<file path="config.mk">
export PLATFORM = sky130hd
export DESIGN_NAME = kf_wb_ctrl_flat
export DESIGN_NICKNAME = d
export VERILOG_FILES = /design/src/rtl/kf_pkg.sv /design/src/rtl/kf_wb_ctrl_if.sv /design/src/rtl/kf_wb_fifo.sv /design/src/rtl/kf_wb_ctrl.sv /design/src/flat_wrapper.sv
export SDC_FILE = /design/constraint.sdc
export NUM_CORES = 1
export LEC_CHECK = 0
export ABC_AREA = 1
export BUFFER_PORTS_ARGS = -buffer_cell sky130_fd_sc_hd__buf_4
export CAP_MARGIN = 10
export CORE_UTILIZATION = 37
export DETAILED_ROUTE_END_ITERATION = 10
export RECOVER_POWER = 100
export REMOVE_ABC_BUFFERS = 1
export SLEW_MARGIN = 20
export SYNTH_ARGS = -nofsm -noshare
export SYNTH_HDL_FRONTEND = slang
export SYNTH_SLANG_ARGS = --single-unit
export TNS_END_PERCENT = 1
</file>
<file path="constraint.sdc">
create_clock -name clk -period 3.2 [get_ports clk]
set_clock_uncertainty 0.2 [all_clocks]
set_input_delay 0.48 -clock clk [delete_from_list [all_inputs] [get_ports clk]]
set_output_delay 0.48 -clock clk [all_outputs]
set_load 0.02 [all_outputs]
</file>
<file path="src/rtl/kf_pkg.sv">
// Shared definitions for the Kalman filter write-back controller.
// Latency: n/a (types, constants and a width helper only).
// Backpressure: n/a.
package kf_pkg;

    // Write-port source select, chosen once per cycle by the arbiter
    typedef logic [2:0] src_t;

    localparam src_t SRC_NONE = 3'd0;
    localparam src_t SRC_COMB = 3'd1;
    localparam src_t SRC_FIFO = 3'd2;
    localparam src_t SRC_DIV  = 3'd3;
    localparam src_t SRC_EXT  = 3'd4;

    // Occupancy counter width: must be able to represent DEPTH itself
    function automatic int cnt_w(input int depth);
        return $clog2(depth) + 1;
    endfunction

endpackage

</file>
<file path="src/rtl/kf_wb_ctrl_if.sv">
// Result/request bundle between the sequencer+AU side and the write-back controller.
// Latency: n/a (wiring only).
// Backpressure: none; the bank write port is fire-and-forget.
interface kf_wb_ctrl_if #(
    parameter int W     = 24,
    parameter int ADDRW = 5
);
    logic             seq_wr;
    logic [ADDRW-1:0] seq_addr;
    logic             comb_valid;
    logic [W-1:0]     comb_data;
    logic             div_done;
    logic [W-1:0]     div_data;
    logic             ready;
    logic             ext_write;
    logic [ADDRW-1:0] ext_dir;
    logic [W-1:0]     ext_data;
    logic             bank_we;
    logic [ADDRW-1:0] bank_addr;
    logic [W-1:0]     bank_data;

    // Sequencer/AU/external side: drives requests and results, observes the bank port
    modport master (
        output seq_wr, seq_addr, comb_valid, comb_data, div_done, div_data,
               ready, ext_write, ext_dir, ext_data,
        input  bank_we, bank_addr, bank_data
    );

    // Controller side
    modport slave (
        input  seq_wr, seq_addr, comb_valid, comb_data, div_done, div_data,
               ready, ext_write, ext_dir, ext_data,
        output bank_we, bank_addr, bank_data
    );
endinterface

</file>
<file path="src/rtl/kf_wb_fifo.sv">
// DEPTH x W synchronous FIFO for deferred AU results, with flush.
// Latency: push visible at head next cycle; head read combinationally.
// Backpressure: push while full is dropped unless a pop happens in the same cycle.
module kf_wb_fifo #(
    parameter int W     = 24,
    parameter int DEPTH = 4,
    parameter int CNTW  = $clog2(DEPTH) + 1
) (
    input  logic            clk,
    input  logic            rst,
    input  logic            flush_i,
    input  logic            push_i,
    input  logic            pop_i,
    input  logic [W-1:0]    wdata_i,
    output logic [W-1:0]    rdata_o,
    output logic            full_o,
    output logic            empty_o,
    output logic [CNTW-1:0] count_o
);
    localparam int PW = $clog2(DEPTH);

    logic [W-1:0]    mem_q [DEPTH];
    logic [PW-1:0]   wr_ptr_q, rd_ptr_q;
    logic [CNTW-1:0] cnt_q, cnt_d;
    logic            push_ok, pop_ok;

    assign empty_o = (cnt_q == '0);
    assign full_o  = (cnt_q == CNTW'(DEPTH));
    assign pop_ok  = pop_i && !empty_o;
    // A simultaneous pop frees a slot, so a full FIFO can still accept
    assign push_ok = push_i && (!full_o || pop_ok);
    assign rdata_o = mem_q[rd_ptr_q];
    assign count_o = cnt_q;
    assign cnt_d   = cnt_q + CNTW'(push_ok) - CNTW'(pop_ok);

    // Storage array; contents need no reset since occupancy gates every read
    always_ff @(posedge clk) begin
        if (push_ok) mem_q[wr_ptr_q] <= wdata_i;
    end

    // Pointers wrap naturally because DEPTH is a power of two
    always_ff @(posedge clk) begin
        if (rst || flush_i) begin
            wr_ptr_q <= '0;
            rd_ptr_q <= '0;
            cnt_q    <= '0;
        end else begin
            if (push_ok) wr_ptr_q <= wr_ptr_q + PW'(1);
            if (pop_ok)  rd_ptr_q <= rd_ptr_q + PW'(1);
            cnt_q <= cnt_d;
        end
    end
endmodule

</file>
<file path="src/rtl/kf_wb_ctrl.sv">
// Write-back controller: arbitrates AU/FIFO/divide/external results onto the Data Bank write port.
// Latency: 1 cycle from decision inputs to registered bank_we/addr/data; data_out one cycle later.
// Backpressure: none; full FIFO drops (err_ovf), starved seq_wr writes nothing (err_unf).
module kf_wb_ctrl
    import kf_pkg::*;
#(
    parameter int W     = 24,
    parameter int ADDRW = 5,
    parameter int DEPTH = 4
) (
    input  logic                    clk,
    input  logic                    rst,
    input  logic                    clr,
    kf_wb_ctrl_if.slave             bus,
    output logic [W-1:0]            data_out,
    output logic [cnt_w(DEPTH)-1:0] fifo_cnt,
    output logic                    div_pend,
    output logic                    err_ovf,
    output logic                    err_unf
);
    localparam int CNTW = cnt_w(DEPTH);

    src_t             src;
    logic             unf_evt;
    logic             push, pop, push_drop, div_ovf;
    logic [W-1:0]     fifo_rdata;
    logic             fifo_full, fifo_empty;

    logic             bank_we_q, bank_we_d;
    logic [ADDRW-1:0] bank_addr_q, bank_addr_d;
    logic [W-1:0]     bank_data_q, bank_data_d;
    logic [W-1:0]     data_out_q;
    logic             div_pend_q, div_pend_d;
    logic [W-1:0]     div_data_q, div_data_d;
    logic             err_ovf_q, err_ovf_d;
    logic             err_unf_q, err_unf_d;

    // Source arbitration: external path owns the port when the sequencer is idle,
    // otherwise seq_wr takes comb result, then oldest deferred result, then divide slot
    always_comb begin
        src     = SRC_NONE;
        unf_evt = 1'b0;
        if (bus.ready) begin
            if (bus.ext_write) src = SRC_EXT;
        end else if (bus.seq_wr) begin
            if (bus.comb_valid)   src = SRC_COMB;
            else if (!fifo_empty) src = SRC_FIFO;
            else if (div_pend_q)  src = SRC_DIV;
            else                  unf_evt = 1'b1;
        end
    end

    // A comb result not consumed directly by the sequencer is deferred
    assign push      = bus.comb_valid && !(bus.seq_wr && !bus.ready);
    assign pop       = (src == SRC_FIFO);
    assign push_drop = push && fifo_full && !pop;
    assign div_ovf   = bus.div_done && div_pend_q && (src != SRC_DIV);

    kf_wb_fifo #(
        .W     (W),
        .DEPTH (DEPTH),
        .CNTW  (CNTW)
    ) u_fifo (
        .clk     (clk),
        .rst     (rst),
        .flush_i (clr),
        .push_i  (push),
        .pop_i   (pop),
        .wdata_i (bus.comb_data),
        .rdata_o (fifo_rdata),
        .full_o  (fifo_full),
        .empty_o (fifo_empty),
        .count_o (fifo_cnt)
    );

    // Next-state for the write port, divide slot and sticky error flags
    always_comb begin
        bank_we_d   = 1'b0;
        bank_addr_d = '0;
        bank_data_d = '0;
        case (src)
            SRC_EXT:  begin bank_we_d = 1'b1; bank_addr_d = bus.ext_dir;  bank_data_d = bus.ext_data;  end
            SRC_COMB: begin bank_we_d = 1'b1; bank_addr_d = bus.seq_addr; bank_data_d = bus.comb_data; end
            SRC_FIFO: begin bank_we_d = 1'b1; bank_addr_d = bus.seq_addr; bank_data_d = fifo_rdata;    end
            SRC_DIV:  begin bank_we_d = 1'b1; bank_addr_d = bus.seq_addr; bank_data_d = div_data_q;    end
            default:  ;
        endcase

        // New divide result wins over a same-cycle consume, keeping the slot full
        div_pend_d = div_pend_q;
        div_data_d = div_data_q;
        if (src == SRC_DIV) div_pend_d = 1'b0;
        if (bus.div_done) begin
            div_pend_d = 1'b1;
            div_data_d = bus.div_data;
        end

        err_ovf_d = err_ovf_q | push_drop | div_ovf;
        err_unf_d = err_unf_q | unf_evt;
    end

    // Registered write port, divide slot and error flags; clr flushes like reset
    always_ff @(posedge clk) begin
        if (rst || clr) begin
            bank_we_q   <= 1'b0;
            bank_addr_q <= '0;
            bank_data_q <= '0;
            div_pend_q  <= 1'b0;
            div_data_q  <= '0;
            err_ovf_q   <= 1'b0;
            err_unf_q   <= 1'b0;
        end else begin
            bank_we_q   <= bank_we_d;
            bank_addr_q <= bank_addr_d;
            bank_data_q <= bank_data_d;
            div_pend_q  <= div_pend_d;
            div_data_q  <= div_data_d;
            err_ovf_q   <= err_ovf_d;
            err_unf_q   <= err_unf_d;
        end
    end

    // Last written value; survives clr so software can still read it back
    always_ff @(posedge clk) begin
        if (rst)                   data_out_q <= '0;
        else if (clr)              data_out_q <= data_out_q;
        else if (bank_we_q)        data_out_q <= bank_data_q;
    end

    assign bus.bank_we   = bank_we_q;
    assign bus.bank_addr = bank_addr_q;
    assign bus.bank_data = bank_data_q;
    assign data_out      = data_out_q;
    assign div_pend      = div_pend_q;
    assign err_ovf       = err_ovf_q;
    assign err_unf       = err_unf_q;
endmodule

</file>
<file path="src/flat_wrapper.sv">
// flat-port wrapper written by rule: the top's interface ports become plain ports
module kf_wb_ctrl_flat import kf_pkg::*;
#(
    parameter int W     = 24,
    parameter int ADDRW = 5,
    parameter int DEPTH = 4
)
  (clk, rst, clr, data_out, fifo_cnt, div_pend, err_ovf, err_unf, bus_seq_wr, bus_seq_addr, bus_comb_valid, bus_comb_data, bus_div_done, bus_div_data, bus_ready, bus_ext_write, bus_ext_dir, bus_ext_data, bus_bank_we, bus_bank_addr, bus_bank_data);
  kf_wb_ctrl_if #(.W(W), .ADDRW(ADDRW)) bus_i ();
  input  logic clk;
  input  logic rst;
  input  logic clr;
  output logic [W-1:0] data_out;
  output logic [cnt_w(DEPTH)-1:0] fifo_cnt;
  output logic div_pend;
  output logic err_ovf;
  output logic err_unf;
  input wire logic [$bits(bus_i.seq_wr)-1:0] bus_seq_wr;
  input wire logic [$bits(bus_i.seq_addr)-1:0] bus_seq_addr;
  input wire logic [$bits(bus_i.comb_valid)-1:0] bus_comb_valid;
  input wire logic [$bits(bus_i.comb_data)-1:0] bus_comb_data;
  input wire logic [$bits(bus_i.div_done)-1:0] bus_div_done;
  input wire logic [$bits(bus_i.div_data)-1:0] bus_div_data;
  input wire logic [$bits(bus_i.ready)-1:0] bus_ready;
  input wire logic [$bits(bus_i.ext_write)-1:0] bus_ext_write;
  input wire logic [$bits(bus_i.ext_dir)-1:0] bus_ext_dir;
  input wire logic [$bits(bus_i.ext_data)-1:0] bus_ext_data;
  output wire logic [$bits(bus_i.bank_we)-1:0] bus_bank_we;
  output wire logic [$bits(bus_i.bank_addr)-1:0] bus_bank_addr;
  output wire logic [$bits(bus_i.bank_data)-1:0] bus_bank_data;
  assign bus_i.seq_wr = bus_seq_wr;
  assign bus_i.seq_addr = bus_seq_addr;
  assign bus_i.comb_valid = bus_comb_valid;
  assign bus_i.comb_data = bus_comb_data;
  assign bus_i.div_done = bus_div_done;
  assign bus_i.div_data = bus_div_data;
  assign bus_i.ready = bus_ready;
  assign bus_i.ext_write = bus_ext_write;
  assign bus_i.ext_dir = bus_ext_dir;
  assign bus_i.ext_data = bus_ext_data;
  assign bus_bank_we = bus_i.bank_we;
  assign bus_bank_addr = bus_i.bank_addr;
  assign bus_bank_data = bus_i.bank_data;
  kf_wb_ctrl #(.W(W), .ADDRW(ADDRW), .DEPTH(DEPTH)) u_core (.clk(clk), .rst(rst), .clr(clr), .bus(bus_i), .data_out(data_out), .fifo_cnt(fifo_cnt), .div_pend(div_pend), .err_ovf(err_ovf), .err_unf(err_unf));
endmodule
</file>
==> results.md, run 1 <==
- Post-Layout Cell Count: 1253
- Post-Synthesis Cells: 841
- Layout cells sized above 1: 12.3%
- Detailed Route WL: 20.9 mm
- Die H: 145 um
- Setup TNS: 0 ns
- Net count, final: 1072
- Commonest cells after routing, fill and taps aside: nand2_1 (237), nor2_1 (160), edfxtp_1 (96)
- Worst skew pair latency: 0.43 ns
- Largest net degree at the start of global routing: 49
- Hold Fails Final Rpt: 0
- Post-Synthesis Cell Area: 7560 um2
- Post-DRT Antenna Nets: 0
- Starting Density: 38.3%
- F_max: 358 MHz
- GRT busiest layer: met2
- Final Critical Period: 2.80 ns
- Placed instance count: 1221
- Core Area: 19700 um2
- Number of top-level pins: 150
- Flop2flop setup slack: 0.40 ns
- Slew headroom: 21.8%
- GRT overflow: 0
- Number of gates resized after CTS: 0
- Max-cap violation count: 0
- Routing usage on met2: 34.7%
- Vias in the first global route: 5762
- PwrDens: 560 nW/um2
- DR pass1 iterations: 5
- Area of the multi-input gates: 2530 um2
- Post CTS Setup Buffer Count: 0
- Crit-path cells: nor2_1 > nand3_1 > nand4_1 > nand2_1 > nand2_1 > clkbuf_1 > nor2_1 > clkbuf_2
- Critical Path AT: 2.66 ns
- Met3 usage: 3.30%
- Hold buffers post-CTS: 0
- Warnings, synthesis: 0
- DR WL/cell: 16.6 um
- Slew Limit Fails: 0
- Row Count: 51
- Die width: 145 um
- CP endpoint kind: flop
- Routed vias/inst: 4.87
- Final setup violating endpoints: 0
- Synth Register Bits: 186
- CTS tree: yes
- Fillers: 1943
- Vias: 6096
- Port-buffer cells: 149
- DR iter-0 viols: 424
- Final GP Congestion: 0.752
- Critical path class: flop to flop
- P_leak: 3.61 nW
- Hold Path Class: input pin to flop
- Worst Path Max Fanout: 20
- WHS Endpoint: u_core.div_data_q[0]$_SDFFE_PP0P_
- Crit path required time: 3.06 ns
- Met1 usage: 25.8%
- DP HPWL: 12.8 mm
- WHS Path Cells: 3
- Cell count of the worst reg-to-reg path: 8
- GRT Total Usage: 20.2%
- Most common cell after layout, fill and taps aside: nand2_1
- RSZ-0062 raised after global routing: false
- Worst path max stage delay: 0.60 ns
- Distinct cells, synth: 26
- Sequential area share after synthesis: 62.0%
- Crit-path leading delay family: simple AND/OR/NAND/NOR gates
- CP max-delay cell: clkbuf_2
- Initial antenna violation count: 0
- Hold Path Origin: bus_div_data[0]
- CTS Sinks: 186
- Status: complete, no violations
- Syn-to-layout area delta: 21.8%
- Worst-Margin Slew: 1.17 ns
- Critical path launch point type: flop
- Htree depth: 4
- Antenna cells: 0
- First-pass GRT wire length: 32.5 mm
- Peak supply drop: 0.000380 V
- Fin crit share: 87.4%
- Post-synthesis average cell area: 8.99 um2
- Register Area: 4690 um2
- Worst R2R Start: u_core.u_fifo.count_o[1]$_SDFF_PP0_
- Num CTS Buffers: 17
- Die area: 21000 um2
- Clock-pin slew on the worst setup and hold paths: 0.07 ns
- CTS root buffer: clkbuf_16
- R2r endpoint: u_core.u_fifo.mem_q[2][19]$_DFFE_PP_
- DRC violations left: 0
- Buf+Inv Stages, Crit Path: 2
- Maximum clock path buffer count: 2
final cells by class:
cell class                 count  share of cell area (%)
sequential                   186                    50.9
multi-input combinational    580                    27.5
timing repair buffer         163                    10.2
clock buffer                  20                    4.97
tap                          265                    3.60
clock inverter                12                    1.75
inverter                      27                    1.10
Yosys cell counts, drive strengths merged:
master	instances	area, um2
a31oi	1	6.26
edfxtp	96	2880
nor3	2	15.0
nand2	240	913
nand4	26	169
nor2	163	622
o21ai	51	255
ha	6	75.1
nand3	30	150
fa	1	20.0
clkbuf	23	86.3
a21oi	59	295
dfxtp	90	1800
or2	1	6.26
buf	25	158
inv	27	101
state kept, by name, indices dropped and copies added (netlist names), named ones only:
| name | cells |
|---|---|
| u_core.err_unf | 1 |
| u_core.u_fifo.wr_ptr_q | 2 |
| u_core.bus.bank_we | 1 |
| u_core.err_ovf | 1 |
| u_core.div_pend | 1 |
| u_core.data_out | 24 |
| u_core.bus.bank_addr | 5 |
| u_core.bus.bank_data | 24 |
| u_core.u_fifo.mem_q | 96 |
| u_core.u_fifo.count_o | 3 |
| u_core.u_fifo.rd_ptr_q | 2 |
| u_core.div_data_q | 24 |
kinds of logic (layout without fill, tap and decap cells):
logic type | after synthesis | in the layout | share of synthesized area (%)
and+or+nand+nor | 462 | 462 | 24.8
DFF | 186 | 186 | 62.0
AOI/OAI and AO/OA | 111 | 111 | 7.37
buffers and inverters | 75 | 222 | 4.57
adders and majority gates | 7 | 7 | 1.26
tightest hold or removal path: cells and delay by family:
kind,cells,cell delay [ns]
compound gates,1,0.05
simple gates,1,0.05
buf+inv,1,0.11
per-stage QoR:
step	util (%)	setup slack, ns	cell area, um2	total power [mW]	hold WS, ns
2_1_floorplan	-	0.187	7310	2.81	0.241
3_3_place_gp	45.4	0.581	8940	3.04	0.249
3_5_place_dp	45.4	0.516	8940	3.04	0.253
4_1_cts	48.5	0.670	9560	5.23	0.0474
5_1_grt	46.7	0.251	9210	5.34	0.0929
6_report	46.7	0.405	9210	5.16	0.103
power by group:
group | switching [mW] | total, mW | internal, mW
logic | 0.236 | 0.368 | 0.132
clock network | 0.915 | 2.20 | 1.29
registers | 0.0223 | 2.59 | 2.56
total | 1.17 | 5.16 | 3.98
metal layers:
layer | vias to the layer above | part of all wire (%)
met2 | 147 | 51
met1 | 2899 | 45
li1 | 3037 | -
met3 | 13 | 3.9
met5 | - | 0
met4 | 0 | 0.88
worst max path at each step:
stage                                                   start                                    to  slack, ns  depth (start not counted)
after floorplan                                    bus_seq_wr   u_core.u_fifo.mem_q[1][0]$_DFFE_PP_       0.19                          6
after global placement                             bus_seq_wr   u_core.u_fifo.count_o[2]$_SDFF_PP0_       0.58                         12
after detailed placement                           bus_seq_wr   u_core.u_fifo.count_o[2]$_SDFF_PP0_       0.52                         12
after CTS                 u_core.u_fifo.count_o[1]$_SDFF_PP0_   u_core.u_fifo.count_o[2]$_SDFF_PP0_       0.67                         12
after global routing      u_core.u_fifo.count_o[1]$_SDFF_PP0_   u_core.u_fifo.mem_q[2][8]$_DFFE_PP_       0.25                          8
final                     u_core.u_fifo.count_o[1]$_SDFF_PP0_  u_core.u_fifo.mem_q[2][19]$_DFFE_PP_       0.40                          8
(Power assumes the default switching activity.)
==> run 2, diff against run 1 <==
--- a/config.mk
+++ b/config.mk
@@ -11,7 +11,6 @@
 export CORE_UTILIZATION = 37
 export DETAILED_ROUTE_END_ITERATION = 10
 export RECOVER_POWER = 100
-export REMOVE_ABC_BUFFERS = 1
 export SLEW_MARGIN = 20
 export SYNTH_ARGS = -nofsm -noshare
 export SYNTH_HDL_FRONTEND = slang
==> constraint.sdc (replaced) <==
create_clock -name clk -period 3.4 [get_ports clk]
set_clock_uncertainty 0.2 [all_clocks]
set_input_delay 0.51 -clock clk [delete_from_list [all_inputs] [get_ports clk]]
set_output_delay 0.51 -clock clk [all_outputs]
set_load 0.02 [all_outputs]
==> run 2 against run 1 <==
  * Total power decreased by 9.8%
  * Sequential power decreased by 6%
  * Non-clock buffer count decreased by 1
  * Sequential cell count unchanged
  * Wire length decreased by 3.2%
  * Final cell count about the same
  * Combinational power decreased by 7.1%
  * Setup slack improved by 0.28 ns
  * Clock-buffer cell count decreased by 2
  * Largest cell class unchanged
  * Fmax increased by 2.8%
  * Clock power decreased by 15%
==> results.md, run 2 (same netlist as run 1, synthesis figures left out) <==
- Status: complete, no violations
- Starting Density: 38.3%
- P_int: 3.54 mW
- Hold Slack: 0.134 ns
- First-pass GRT wire length: 31.1 mm
- Largest net degree at the start of global routing: 49
- Vias: 6064
- CP endpoint kind: flop
- Commonest cells after routing, fill and taps aside: nand2_1 (238), nor2_1 (160), edfxtp_1 (96)
- Critical Path AT: 2.84 ns
- DR pass1 iterations: 5
- DRC violations left: 0
- Critical path launch point type: flop
- CTS root buffer: clkbuf_16
- Area of the multi-input gates: 2530 um2
- Hold Path Class: input pin to flop
- Die width: 145 um
- Clock-pin slew on the worst setup and hold paths: 0.06 ns
- Max-cap violation count: 0
- Num CTS Buffers: 17
- Maximum clock path buffer count: 2
- Htree depth: 4
- Final Critical Period: 2.72 ns
- Worst path max stage delay: 0.63 ns
- CTS Sinks: 186
- Detailed Route WL: 20.2 mm
- Crit-path cells: nor2_1 > nand3_1 > nand2_1 > nand2_4 > nand2_1 > o21ai_0 > inv_1
- Worst Path Max Fanout: 26
- Switching power share of the total: 23.9%
- RSZ-0062 raised after global routing: false
- P_sw: 1.11 mW
- CTS tree: yes
- Final GP Congestion: 0.835
- GRT Total Usage: 19.5%
- DR WL/cell: 16.1 um
- Die area: 21000 um2
- Die H: 145 um
- DR iter-0 viols: 390
- Vias in the first global route: 5725
- Part of the power in combinational logic: 7.4%
- Crit path required time: 3.52 ns
- Peak supply drop: 0.000345 V
- Post-DRT Antenna Nets: 0
- Sequential Power Share: 52.3%
- Slew Limit Fails: 0
- Number of top-level pins: 150
- Row Count: 51
- Routed vias/inst: 4.84
- F_max: 368 MHz
- P_leak: 3.53 nW
- Slew headroom: 21.3%
- Layout cells sized above 1: 11.8%
- Net Count, Synth: 938
- CP max-delay cell: nand2_1
- Initial antenna violation count: 0
- Post CTS Setup Buffer Count: 0
- Clock share of power: 40.3%
- Most used cell, CP: nand2_1
- Worst-Margin Slew: 1.18 ns
- GRT overflow: 0
- Reg with most FFs: u_core.u_fifo.mem_q
- Number of gates resized after CTS: 0
- Hold Fails Final Rpt: 0
- PwrDens: 512 nW/um2
- Fin crit share: 80.0%
- Largest register FFs: 96
- Register Area: 4680 um2
- Setup TNS: 0 ns
- Core Area: 19700 um2
- Worst skew pair latency: 0.43 ns
- DP HPWL: 13.6 mm
- Most common cell after layout, fill and taps aside: nand2_1
- Critical path class: flop to flop
- Final setup violating endpoints: 0
- Syn-to-layout area delta: 20.2%
- Net count, final: 1071
- Antenna cells: 0
- Port-buffer cells: 149
- Hold buffers post-CTS: 0
- Fillers: 2014
==> run 2: cell types whose count changed in the layout (fill, tap and decap cells not counted), moves of 2 or more <==
cell,previous run,this run
buf_12,3,1
clkinvlp_4,1,4
clkbuf_1,87,90
bufinv_16,3,1
buf_4,72,70
==> run 2: power groups by stage <==
stage / Clock, mW / Combinational [mW] / Sequential, mW
floorplan: 0 / 0.165 / 2.50
global placement: 0 / 0.369 / 2.48
detailed placement: 0 / 0.372 / 2.48
CTS: 1.91 / 0.373 / 2.43
global route: 2.00 / 0.379 / 2.44
finish: 1.88 / 0.342 / 2.43
==> run 2: final cells by class <==
cell class                      count  area share [%]
Clock inverter                     14            1.35
Multi-Input combinational cell    580            27.8
Inverter                           27            1.12
Tap cell                          265            3.65
Timing Repair Buffer              162            9.79
Clock buffer                       18            4.72
Sequential cell                   186            51.6
==> run 2: per-layer routing <==
layer / wire [um] / GRT usage, % / part of all wire [%] / up-vias
met5: 0 / 0 / 0 / -
met3: 1280 / 4.59 / 6.4 / 23
met1: 8990 / 24.9 / 45 / 2796
li1: - / - / - / 3039
met4: 380 / 7.50 / 1.9 / 0
met2: 9540 / 31.9 / 47 / 206
==> run 2: worst paths after layout <==
check                                                         start                                 to  slack [ns]  cells after the start
worst max register to register  u_core.u_fifo.count_o[1]$_SDFF_PP0_      u_core.bus.bank_we$_SDFF_PP0_        0.68                      7
worst min register to register      u_core.data_out[7]$_SDFFE_PP0P_    u_core.data_out[7]$_SDFFE_PP0P_        0.26                      2
worst max-delay path            u_core.u_fifo.count_o[1]$_SDFF_PP0_      u_core.bus.bank_we$_SDFF_PP0_        0.68                      7
worst min-delay path                                bus_div_data[0]  u_core.div_data_q[0]$_SDFFE_PP0P_        0.13                      3
==> run 2: metrics by stage <==
stage | utilization (%) | power (mW) | setup WS (ns) | instances | cell area (um2)
after detailed placement | 45.1 | 2.86 | 0.549 | 1220 | 8880
final | 46.1 | 4.65 | 0.681 | 1252 | 9090
after floorplan | - | 2.66 | 0.581 | 841 | 7560
after CTS | 47.9 | 4.72 | 0.738 | 1252 | 9440
after global routing | 46.1 | 4.82 | 0.426 | 1252 | 9090
after global placement | 45.1 | 2.85 | 0.613 | 1220 | 8880
==> run 2: critical path, delay by kind of cell (launching register included) <==
family,cells,cell delay [ns]
AO/OA/AOI/OAI,1,0.21
buffers and inverters,1,0.05
AND/OR/NAND/NOR,5,1.68
flip-flops,1,0.47
==> run 3, diff against run 2 <==
==> constraint.sdc (replaced) <==
create_clock -name clk -period 2.6 [get_ports clk]
set_clock_uncertainty 0.2 [all_clocks]
set_input_delay 0.39 -clock clk [delete_from_list [all_inputs] [get_ports clk]]
set_output_delay 0.39 -clock clk [all_outputs]
set_load 0.02 [all_outputs]
==> run 3 against run 2 <==
  * Wire length about the same
  * Combinational power is 41% higher
  * Sequential power is 31% higher
  * Sequential share of layout area fell by 2.2 points
  * Final cell count grew 2.9%
==> results.md, run 3 (same netlist as run 1, synthesis figures left out) <==
- Detailed Route WL: 20.2 mm
- Final worst setup slack: 0.226 ns
- Row Count: 51
- PwrDens: 665 nW/um2
- Post-Layout Cell Count: 1288
- Final setup violating endpoints: 0
- Vias in the first global route: 6097
- Largest net degree at the start of global routing: 36
- Post-route cell area: 9490 um2
- Slew Limit Fails: 0
- Hold Fails Final Rpt: 0
- CP startpoint: u_core.div_pend$_SDFFE_PP0P_
- Final core occ: 48.1%
- DRC violations left: 0
- DR WL/cell: 15.7 um
- Worst skew pair latency: 0.43 ns
- Placed Instance Area: 8990 um2
- CTS tree: yes
- Most common cell after layout, fill and taps aside: nand2_1
- Setup slack at placement: 0.185 ns
- Post CTS Setup Buffer Count: 0
- Final Critical Period: 2.37 ns
- Num CTS Buffers: 17
- Syn-to-layout area delta: 25.6%
- Antenna cells: 0
- Die width: 145 um
- Critical path launch point type: flop
- Critical Path AT: 2.23 ns
- Net count, final: 1107
- CP endpoint kind: flop
- Commonest cells after routing, fill and taps aside: nand2_1 (237), nor2_1 (160), edfxtp_1 (96)
- WHS Path Cells: 3
- RSZ-0062 raised after global routing: false
- Crit path required time: 2.46 ns
- Cell count of the worst reg-to-reg path: 8
- F_max: 421 MHz
- Fin crit share: 91.3%
- Largest register FFs: 96
- Vias: 6157
- Initial antenna violation count: 0
- Reg with most FFs: u_core.u_fifo.mem_q
- Placed instance count: 1228
- Routed vias/inst: 4.78
- CTS Sinks: 186
- Clock-pin slew on the worst setup and hold paths: 0.07 ns
- GRT overflow: 0
- Post-DRT Antenna Nets: 0
- DR iter-0 viols: 353
- First-pass GRT wire length: 32.2 mm
- Critical path class: flop to flop
- Peak supply drop: 0.000430 V
- Worst R2R Start: u_core.div_pend$_SDFFE_PP0P_
- P_leak: 3.76 nW
- Starting Density: 38.3%
- DR pass1 iterations: 4
- Core Area: 19700 um2
- CTS root buffer: clkbuf_16
- Hold Path Class: input pin to flop
- Port-buffer cells: 149
- Die area: 21000 um2
- Layout cells sized above 1: 12.7%
- Worst-Margin Slew: 1.13 ns
- GRT Total Usage: 19.9%
- Worst Path Max Fanout: 24
- Htree depth: 4
- Max-cap violation count: 0
- Number of top-level pins: 150
- Status: complete, no violations
- Slew headroom: 24.5%
- DP HPWL: 13.7 mm
- Net Count, Synth: 938
- Final GP Congestion: 0.876
- Die H: 145 um
- Maximum clock path buffer count: 2
- Hold Path Origin: bus_seq_addr[2]
-- run 3: cell count changes in the layout (fill, tap and decap cells not counted), moves of 2 or more --
cell	change
clkbuf_2	+4
clkinv_4	+2
inv_6	-3
dlygate4sd3_1	+28
clkinvlp_4	-4
clkbuf_16	+2
inv_1	+2
clkbuf_8	+4
clkbuf_1	-5
buf_4	+9
-- run 3: worst paths after layout --
check / slack [ns] / endpoint
min reg2reg: 0.26 / u_core.div_data_q[1]$_SDFFE_PP0P_
min: 0.01 / u_core.bus.bank_addr[2]$_SDFF_PP0_
max: 0.23 / u_core.u_fifo.mem_q[2][5]$_DFFE_PP_
max reg2reg: 0.23 / u_core.u_fifo.mem_q[2][5]$_DFFE_PP_
-- run 3: where the power goes --
part | internal (mW) | total, mW | switching, mW | leakage (nW)
Clock | 1.54 | 2.64 | 1.10 | 0.309
Sequential | 3.16 | 3.18 | 0.0270 | 1.61
Combinational | 0.185 | 0.482 | 0.297 | 1.84
Total | 4.88 | 6.31 | 1.43 | 3.76
-- run 3: per-stage QoR --
step           TNS (ns)  total power, mW  hold slack (ns)
3_5_place_dp          0             3.74            0.252
4_1_cts               0             6.40         0.000338
6_report              0             6.31           0.0112
5_1_grt               0             6.53          0.00747
3_3_place_gp          0             3.74            0.250
2_1_floorplan    -11.91             3.48            0.240
-- run 3: layout make-up --
| class | count | area, um2 |
|---|---|---|
| Inverter | 27 | 101 |
| Sequential cell | 186 | 4690 |
| Timing Repair Buffer | 198 | 1230 |
| Fill cell | 1961 | 10200 |
| Tap cell | 265 | 332 |
| Multi-Input combinational cell | 580 | 2530 |
| Clock inverter | 8 | 80.1 |
| Clock buffer | 24 | 534 |
-- run 3: critical path, stage by stage (launching register included) --
cell and delay [ns]:
dfxtp_1 0.44, inv_2 0.06, nand3_1 0.12, nand4_1 0.12
nand2_1 0.10, nand2_1 0.07, clkbuf_2 0.15, nor2_1 0.11
clkbuf_2 0.61
-- run 3: what timing repair did --
action	CTS	global route
endpoints found under the setup margin	0	1
endpoints found under the hold margin	99	0
gates resized for setup	0	2
hold buffers	28	0
-- run 3: metal layers --
metal  GRT usage, %  wire length [um]  vias to the layer above  share of wire (%)
met3           3.84              1160                       28                5.8
met4           6.97               379                        0                1.9
li1               -                 -                     3108                  -
met5              0                 0                        -                  0
met1           25.6              8960                     2836                 44
met2           33.4              9700                      185                 48
